[src/rtl/sram_fifo_ctrl_pkg.sv]
// Shared sizing constants and helpers for the SRAM-backed FWFT FIFO controller.
package sram_fifo_ctrl_pkg;

   localparam int DATA_WIDTH_DEF  = 8;
   localparam int ADDR_WIDTH_DEF  = 6;
   localparam int ALMOST_FULL_DEF = 56;

   function automatic int depth_of(input int aw);
      return 32'sd1 << aw;
   endfunction

   // One extra bit so a full queue and an empty one have distinct pointer pairs.
   function automatic int ptr_width_of(input int aw);
      return aw + 32'sd1;
   endfunction

endpackage

[src/rtl/sram_fifo_ptr.sv]
// Wrap-bit pointer register: increments on inc_i, clears on flush_i or reset.
module sram_fifo_ptr
   import sram_fifo_ctrl_pkg::*;
#(
   parameter int PW = ptr_width_of(ADDR_WIDTH_DEF)
) (
   input  logic          clock,
   input  logic          reset_n,
   input  logic          flush_i,
   input  logic          inc_i,
   output logic [PW-1:0] ptr_o,
   output logic [PW-1:0] ptr_inc_o
);

   logic [PW-1:0] ptr_q;
   logic [PW-1:0] ptr_d;

   // ptr_inc_o ignores flush so the read side can steer the SRAM address from it.
   always_comb begin
      ptr_inc_o = ptr_q + PW'(inc_i);
      if (flush_i) begin
         ptr_d = {PW{1'b0}};
      end else begin
         ptr_d = ptr_inc_o;
      end
   end

   // Pointer state register.
   always_ff @(posedge clock or negedge reset_n) begin
      if (!reset_n) begin
         ptr_q <= {PW{1'b0}};
      end else begin
         ptr_q <= ptr_d;
      end
   end

   assign ptr_o = ptr_q;

endmodule

[src/rtl/sram_fifo_ctrl.sv]
// First-word-fall-through FIFO controller driving an external dual-port SRAM
// whose read port is registered; out_data is the SRAM q output directly.
module sram_fifo_ctrl
   import sram_fifo_ctrl_pkg::*;
#(
   parameter int DATA_WIDTH  = DATA_WIDTH_DEF,
   parameter int ADDR_WIDTH  = ADDR_WIDTH_DEF,
   parameter int ALMOST_FULL = ALMOST_FULL_DEF
) (
   input  logic                  clock,
   input  logic                  reset_n,
   input  logic                  flush,
   input  logic                  in_valid,
   output logic                  in_ready,
   input  logic [DATA_WIDTH-1:0] in_data,
   output logic                  out_valid,
   input  logic                  out_ready,
   output logic [DATA_WIDTH-1:0] out_data,
   output logic [ADDR_WIDTH:0]   count,
   output logic                  almost_full,
   output logic                  ram_we,
   output logic [ADDR_WIDTH-1:0] ram_write_addr,
   output logic [DATA_WIDTH-1:0] ram_data,
   output logic [ADDR_WIDTH-1:0] ram_read_addr,
   input  logic [DATA_WIDTH-1:0] ram_q
);

   localparam int PW = ptr_width_of(ADDR_WIDTH);
   localparam logic [PW-1:0] DEPTH_P = PW'(depth_of(ADDR_WIDTH));
   localparam logic [PW-1:0] AF_P    = PW'(ALMOST_FULL);

   logic [PW-1:0] wr_ptr_s;
   logic [PW-1:0] wr_ptr_inc_s;
   logic [PW-1:0] rd_ptr_s;
   logic [PW-1:0] rd_ptr_next_s;
   logic          full_s;
   logic          in_fire_s;
   logic          out_fire_s;
   logic          out_valid_q;
   logic          out_valid_d;

   sram_fifo_ptr #(.PW(PW)) u_wr_ptr (
      .clock    (clock),
      .reset_n  (reset_n),
      .flush_i  (flush),
      .inc_i    (in_fire_s),
      .ptr_o    (wr_ptr_s),
      .ptr_inc_o(wr_ptr_inc_s)
   );

   sram_fifo_ptr #(.PW(PW)) u_rd_ptr (
      .clock    (clock),
      .reset_n  (reset_n),
      .flush_i  (flush),
      .inc_i    (out_fire_s),
      .ptr_o    (rd_ptr_s),
      .ptr_inc_o(rd_ptr_next_s)
   );

   // Occupancy, handshakes and SRAM port steering.
   always_comb begin
      count          = wr_ptr_s - rd_ptr_s;
      full_s         = (count == DEPTH_P);
      almost_full    = (count >= AF_P);
      in_ready       = !full_s && !flush && reset_n;
      in_fire_s      = in_valid && in_ready;
      out_fire_s     = out_valid_q && out_ready;
      ram_we         = in_fire_s;
      ram_write_addr = wr_ptr_s[ADDR_WIDTH-1:0];
      ram_data       = in_data;
      ram_read_addr  = rd_ptr_next_s[ADDR_WIDTH-1:0];
      out_data       = ram_q;
      out_valid      = out_valid_q;
   end

   // Compare against the pre-edge write pointer: a word written this edge
   // becomes visible one edge later, once the SRAM has registered it.
   always_comb begin
      if (flush) begin
         out_valid_d = 1'b0;
      end else begin
         out_valid_d = (rd_ptr_next_s != wr_ptr_s);
      end
   end

   // Head-valid register.
   always_ff @(posedge clock or negedge reset_n) begin
      if (!reset_n) begin
         out_valid_q <= 1'b0;
      end else begin
         out_valid_q <= out_valid_d;
      end
   end

   logic unused_s;
   assign unused_s = ^wr_ptr_inc_s;

endmodule
[config.mk]
export PLATFORM = sky130hd
export DESIGN_NAME = sram_fifo_ctrl
export DESIGN_NICKNAME = d
export VERILOG_FILES = /design/src/rtl/sram_fifo_ctrl_pkg.sv /design/src/rtl/sram_fifo_ptr.sv /design/src/rtl/sram_fifo_ctrl.sv
export SDC_FILE = /design/constraint.sdc
export NUM_CORES = 1
export LEC_CHECK = 0
export ABC_AREA = 1
export CORE_UTILIZATION = 45
export DETAILED_ROUTE_END_ITERATION = 8
export PLACE_DENSITY = 0.87
export SLEW_MARGIN = 30
export SYNTH_ARGS = -nofsm -noshare
export SYNTH_HDL_FRONTEND = slang
export SYNTH_SLANG_ARGS = --single-unit
[constraint.sdc]
create_clock -name clock -period 5.2 [get_ports clock]
set_input_delay 1.04 -clock clock [delete_from_list [all_inputs] [get_ports clock]]
set_output_delay 1.04 -clock clock [all_outputs]
set_load 0.03 [all_outputs]
* Yosys cells after proc, flatten, opt, wreduce, memory -nomap -nowiden
Cells that the tools add are included.
** Word-level totals
- Bits in writable memories :: 0
- Bits in read-only memories :: 0
- Input bits :: 21
- Memories kept :: 0
- Bits in latches :: 0
- Word-level logic and storage cells :: 18
- Flip-flop bits (word level) :: 15
** Cells by class
- Add/subtract/negate cells :: 3
- Multiplexer cells :: 3
- $mul :: 0
- Shifts and indexed selects :: 0
- Reduce and logical (&&, ||, !) cells :: 6
- Bitwise operators :: 0
- $lt $le $gt $ge :: 1
- Div/mod/pow operators :: 0
- Equal/unequal tests :: 2
** Operator list (number)
- $add 7x1->7 :: 2
- $mux 7 :: 2
- $eq 7x7->1 const B :: 1
- $ge 7x6->1 const B :: 1
- $ne 7x7->1 :: 1
- $sub 7x7->7 :: 1
- $logic_and 1x1->1 :: 4
- $logic_not 1->1 :: 2
- $mux 1 :: 1

* Logic depth before layout (Yosys ltp)
- Depth after elaboration :: 8
- Mapped depth :: 20
- Gate-level depth less buffers :: 20

* Modules after synthesis
From an unflattened synthesis, not the netlist that was laid out.
** Second synthesis, totals
- Cell total of the unflattened synthesis :: 207
- Area, all modules :: 1410.1 um^2
** By module, submodules not included
- sram_fifo_ptr :: times used 2, area each 374.1 um^2, cells each 45, sequential area each 175.2 um^2
- sram_fifo_ctrl :: times used 1, area each 661.9 um^2, cells each 117, sequential area each 25.0 um^2

* Least setup slack after synthesis
OpenSTA, ideal clock, no wires.
- Kind :: input -> output
- Start :: in out_ready
- End :: out ram_read_addr[4]
- Arrival time :: 2.003 ns
- Stages :: 8
- Slack :: 2.157 ns
- Cells stage by stage :: nand2_1 > inv_1 > ha_1 > ha_1 > inv_1 > o21ai_2 > nand2_1 > inv_1
** Between the ends
- Longest elaborated chain between the ends :: 2
** Ends and longest elaborated chain
- start, declared :: RTL line sram_fifo_ctrl.sv:17 : input logic out_ready,
- $logic_and 1x1->1 :: RTL line sram_fifo_ctrl.sv:67 : out_fire_s = out_valid_q && out_ready;
- $add 7x1->7 :: RTL line sram_fifo_ptr.sv:20 : ptr_inc_o = ptr_q + PW'(inc_i);
- end, declared :: RTL line sram_fifo_ctrl.sv:24 : output logic [ADDR_WIDTH-1:0] ram_read_addr,
No other way between the ends.

* Worst setup path in the final report
Same ends and word-level chain as after synthesis.

==> reports/results.tsv <==
stage	metric	value	unit
clock_tree	root_buffer	clkbuf_4	
floorplanning	start_util	0.495	
placement	gp_congestion	0.809	
power_and_ir_drop	power_density	170	nW/um2
power_and_ir_drop	p_total	269	uW
synthesis	avgSynthCellArea	6.63	um2
sta	worstMarginPinSlew	0.553	ns
grt	grt_antenna_before_repair	0	
setup_path	ff2ff_path_depth	19	
grt	grt_usage	0.170	
grt	grt_max_degree	17	
synthesis	synth-seq-cells	15	
setup_path	required	4.16	ns
sta	relSlewSlack	0.630	
drt	drc	5	
synthesis	ys.warnings.count	0	
clock_tree	cts.sinks	15	
floorplanning	dieArea	3370	um2
setup_path	crit_fanout	5	
setup_path	r2r_setup_slack	2.42	ns
floorplanning	ios	60	
synthesis	synth_cells	213	
power_and_ir_drop	total_leakage_power	0.000871	uW
clock_tree	clockBufferDepth	2	
synthesis	synth_cell_types	24	
min_path	hold_path_class	reg -> reg	
clock_tree	cts_buffers	3	
grt	grt_pass1_wl	4.44	mm
drt	first_pass_iters	6	
clock_tree	cts_resized	0	
cells_and_area	n_fill_cell	262	
sta	setup_viol	0	
min_path	min_from	u_rd_ptr.ptr_o[6]	
setup_path	cp_data_arrival_time	3.07	ns
sta	period_minus_slack	4.11	ns
clock_tree	insertion_delay	0.29	ns
min_path	worstHoldPathCells	2	
clock_tree	cts_hold_buf	0	
grt	grt_overflow	0	
run_status	status	complete, but fails checks	
setup_path	reg2reg_from	u_wr_ptr.ptr_o[0]	
synthesis	synth_fp_nets	245	
grt	grt_pass1_vias	1128	
run_status	violations	design-rule violations	
power_and_ir_drop	ir_drop	0.000156	V
placement	dp_hpwl	2.18	mm
cells_and_area	mostFrequentLayoutCells	54 x nand2_1, 41 x inv_1, 27 x clkdlybuf4s50_1, 20 x nor2_1, 16 x nand3_1	
clock_tree	postCtsSetupRepairBufs	0	
run	max-cap-violations	0	
drt	met3_wirelength	99	um
cells_and_area	drive_gt1_frac	0.0724	
setup_path	path_class	in -> out	
clock_tree	cts_tree	yes	
clock_tree	htree_levels	1	
sta	skew	0.00556	ns
placement	port_buffers	27	
cells_and_area	final_common_cell	nand2_1	
drt	dr_wl_met2	1.25	mm
setup_path	critPathLaunchType	input pin	
drt	viasPerCell	4.92	
drt	wire_per_inst	10.4	um
setup_path	r2r-end	u_wr_ptr.ptr_o[6]	
synthesis	seq_area_frac_synth	0.266	
sta	finalCritPeriodShare	0.790	
min_path	holdPathEnd	u_rd_ptr.ptr_o[6]	
synthesis	syn_area	1410	um2
drt	dr_total_vias	1241	
drt	drt_iter0_drc	33	
cells_and_area	num_antenna_cells	0	
sta	final.setup.tns	0	ns
setup_path	crit_path_end_kind	primary output	
drt	drt-met1-wl	1.21	mm
clock_tree	clk_pin_slew	0.08	ns
floorplanning	rows	19	
floorplanning	core_area	2850	um2
sta	maxSlewViolCount	0	
setup_path	cp-startpoint	out_ready	
drt	wirelength	2.62	mm
floorplanning	die_w	58.0	um
floorplanning	die_y	58.0	um
sta	max_freq	244	MHz
drt	postRouteAntennaNets	0	
sta	hold_violations	0	
cells_and_area	area_delta_synth_final	12.1	%
cells_and_area	finalNetCount	254	
drt	top_layer	met4	
sta	rsz0062_at_grt	false	
routing by layer:
metal,global-route usage,up-vias
li1,-,648
met1,0.219,553
met2,0.284,33
met3,0.0179,7
met4,0.0816,0
met5,0,-
final cells by class:
| cell class | count | area (um2) | share of cell area |
|---|---|---|---|
| Clock buffer | 3 | 22.5 | 0.0142 |
| Clock inverter | 1 | 5.00 | 0.00316 |
| Inverter | 42 | 158 | 0.0995 |
| Multi-Input combinational cell | 132 | 707 | 0.446 |
| Sequential cell | 15 | 375 | 0.237 |
| Tap cell | 31 | 38.8 | 0.0245 |
| Timing Repair Buffer | 28 | 278 | 0.175 |
kinds of logic after synthesis:
kind of cell,share of synthesized area
buf+inv,0.234
xor+xnor,0.0186
simple gates,0.345
flops,0.266
compound gates,0.0337
fa+ha+maj,0.103
where the power goes:
group / internal, uW / total (uW) / switching, uW
Sequential: 119 / 121 / 1.92
Clock: 28.6 / 66.6 / 38.0
Combinational: 33.8 / 81.7 / 48.0
cell usage after synthesis:
master	count	area, um2
nor2_2	3	18.8
o21ai_2	2	17.5
dfrtp_1	15	375
a21oi_1	5	25.0
nor2_1	20	75.1
fa_1	1	20.0
nor3b_1	1	7.51
nand3_2	2	20.0
inv_1	41	154
nor4_1	1	6.26
nand3_1	16	80.1
xnor2_1	2	17.5
nand2_2	3	18.8
ha_1	10	125
nor3_1	4	20.0
inv_2	1	3.75
nand4_1	4	25.0
buf_4	22	165
clkbuf_1	2	7.51
xor2_1	1	8.76
nand2_1	54	203
o21ai_0	1	5.00
and2_1	1	6.26
nand3b_1	1	7.51
worst max-delay path: stages:
cell	delay [ns]
clkdlybuf4s50_1	0.46
nand2_1	0.05
inv_1	0.05
ha_1	0.18
ha_1	0.24
inv_1	0.09
o21ai_2	0.15
nand2_1	0.10
inv_1	0.06
clkdlybuf4s50_1	0.65
per-stage QoR:
step | area [um2] | instances | utilization | hold WS [ns] | setup WS, ns
6_report | 1580 | 252 | 0.555 | 0.603 | 1.09
5_1_grt | 1580 | 252 | 0.555 | 0.662 | 0.955
4_1_cts | 1580 | 252 | 0.555 | 0.609 | 1.07
3_5_place_dp | 1560 | 248 | 0.546 | 0.584 | 1.07
3_3_place_gp | 1560 | 248 | 0.546 | 0.567 | 1.11
2_1_floorplan | 1410 | 213 | - | 0.546 | 2.16
state kept, by name (all words and copies together), names as in the netlist:
register / cells
out_valid: 1
u_rd_ptr.ptr_o: 7
u_wr_ptr.ptr_o: 7
how the worst max path moves through the flow:
stage,endpoint,slack (ns)
after floorplan,ram_read_addr[4],2.16
after global placement,ram_read_addr[4],1.11
after detailed placement,ram_read_addr[4],1.07
after CTS,ram_read_addr[4],1.07
after global routing,ram_read_addr[4],0.96
final,ram_read_addr[4],1.09
(Power assumes the default switching activity.)
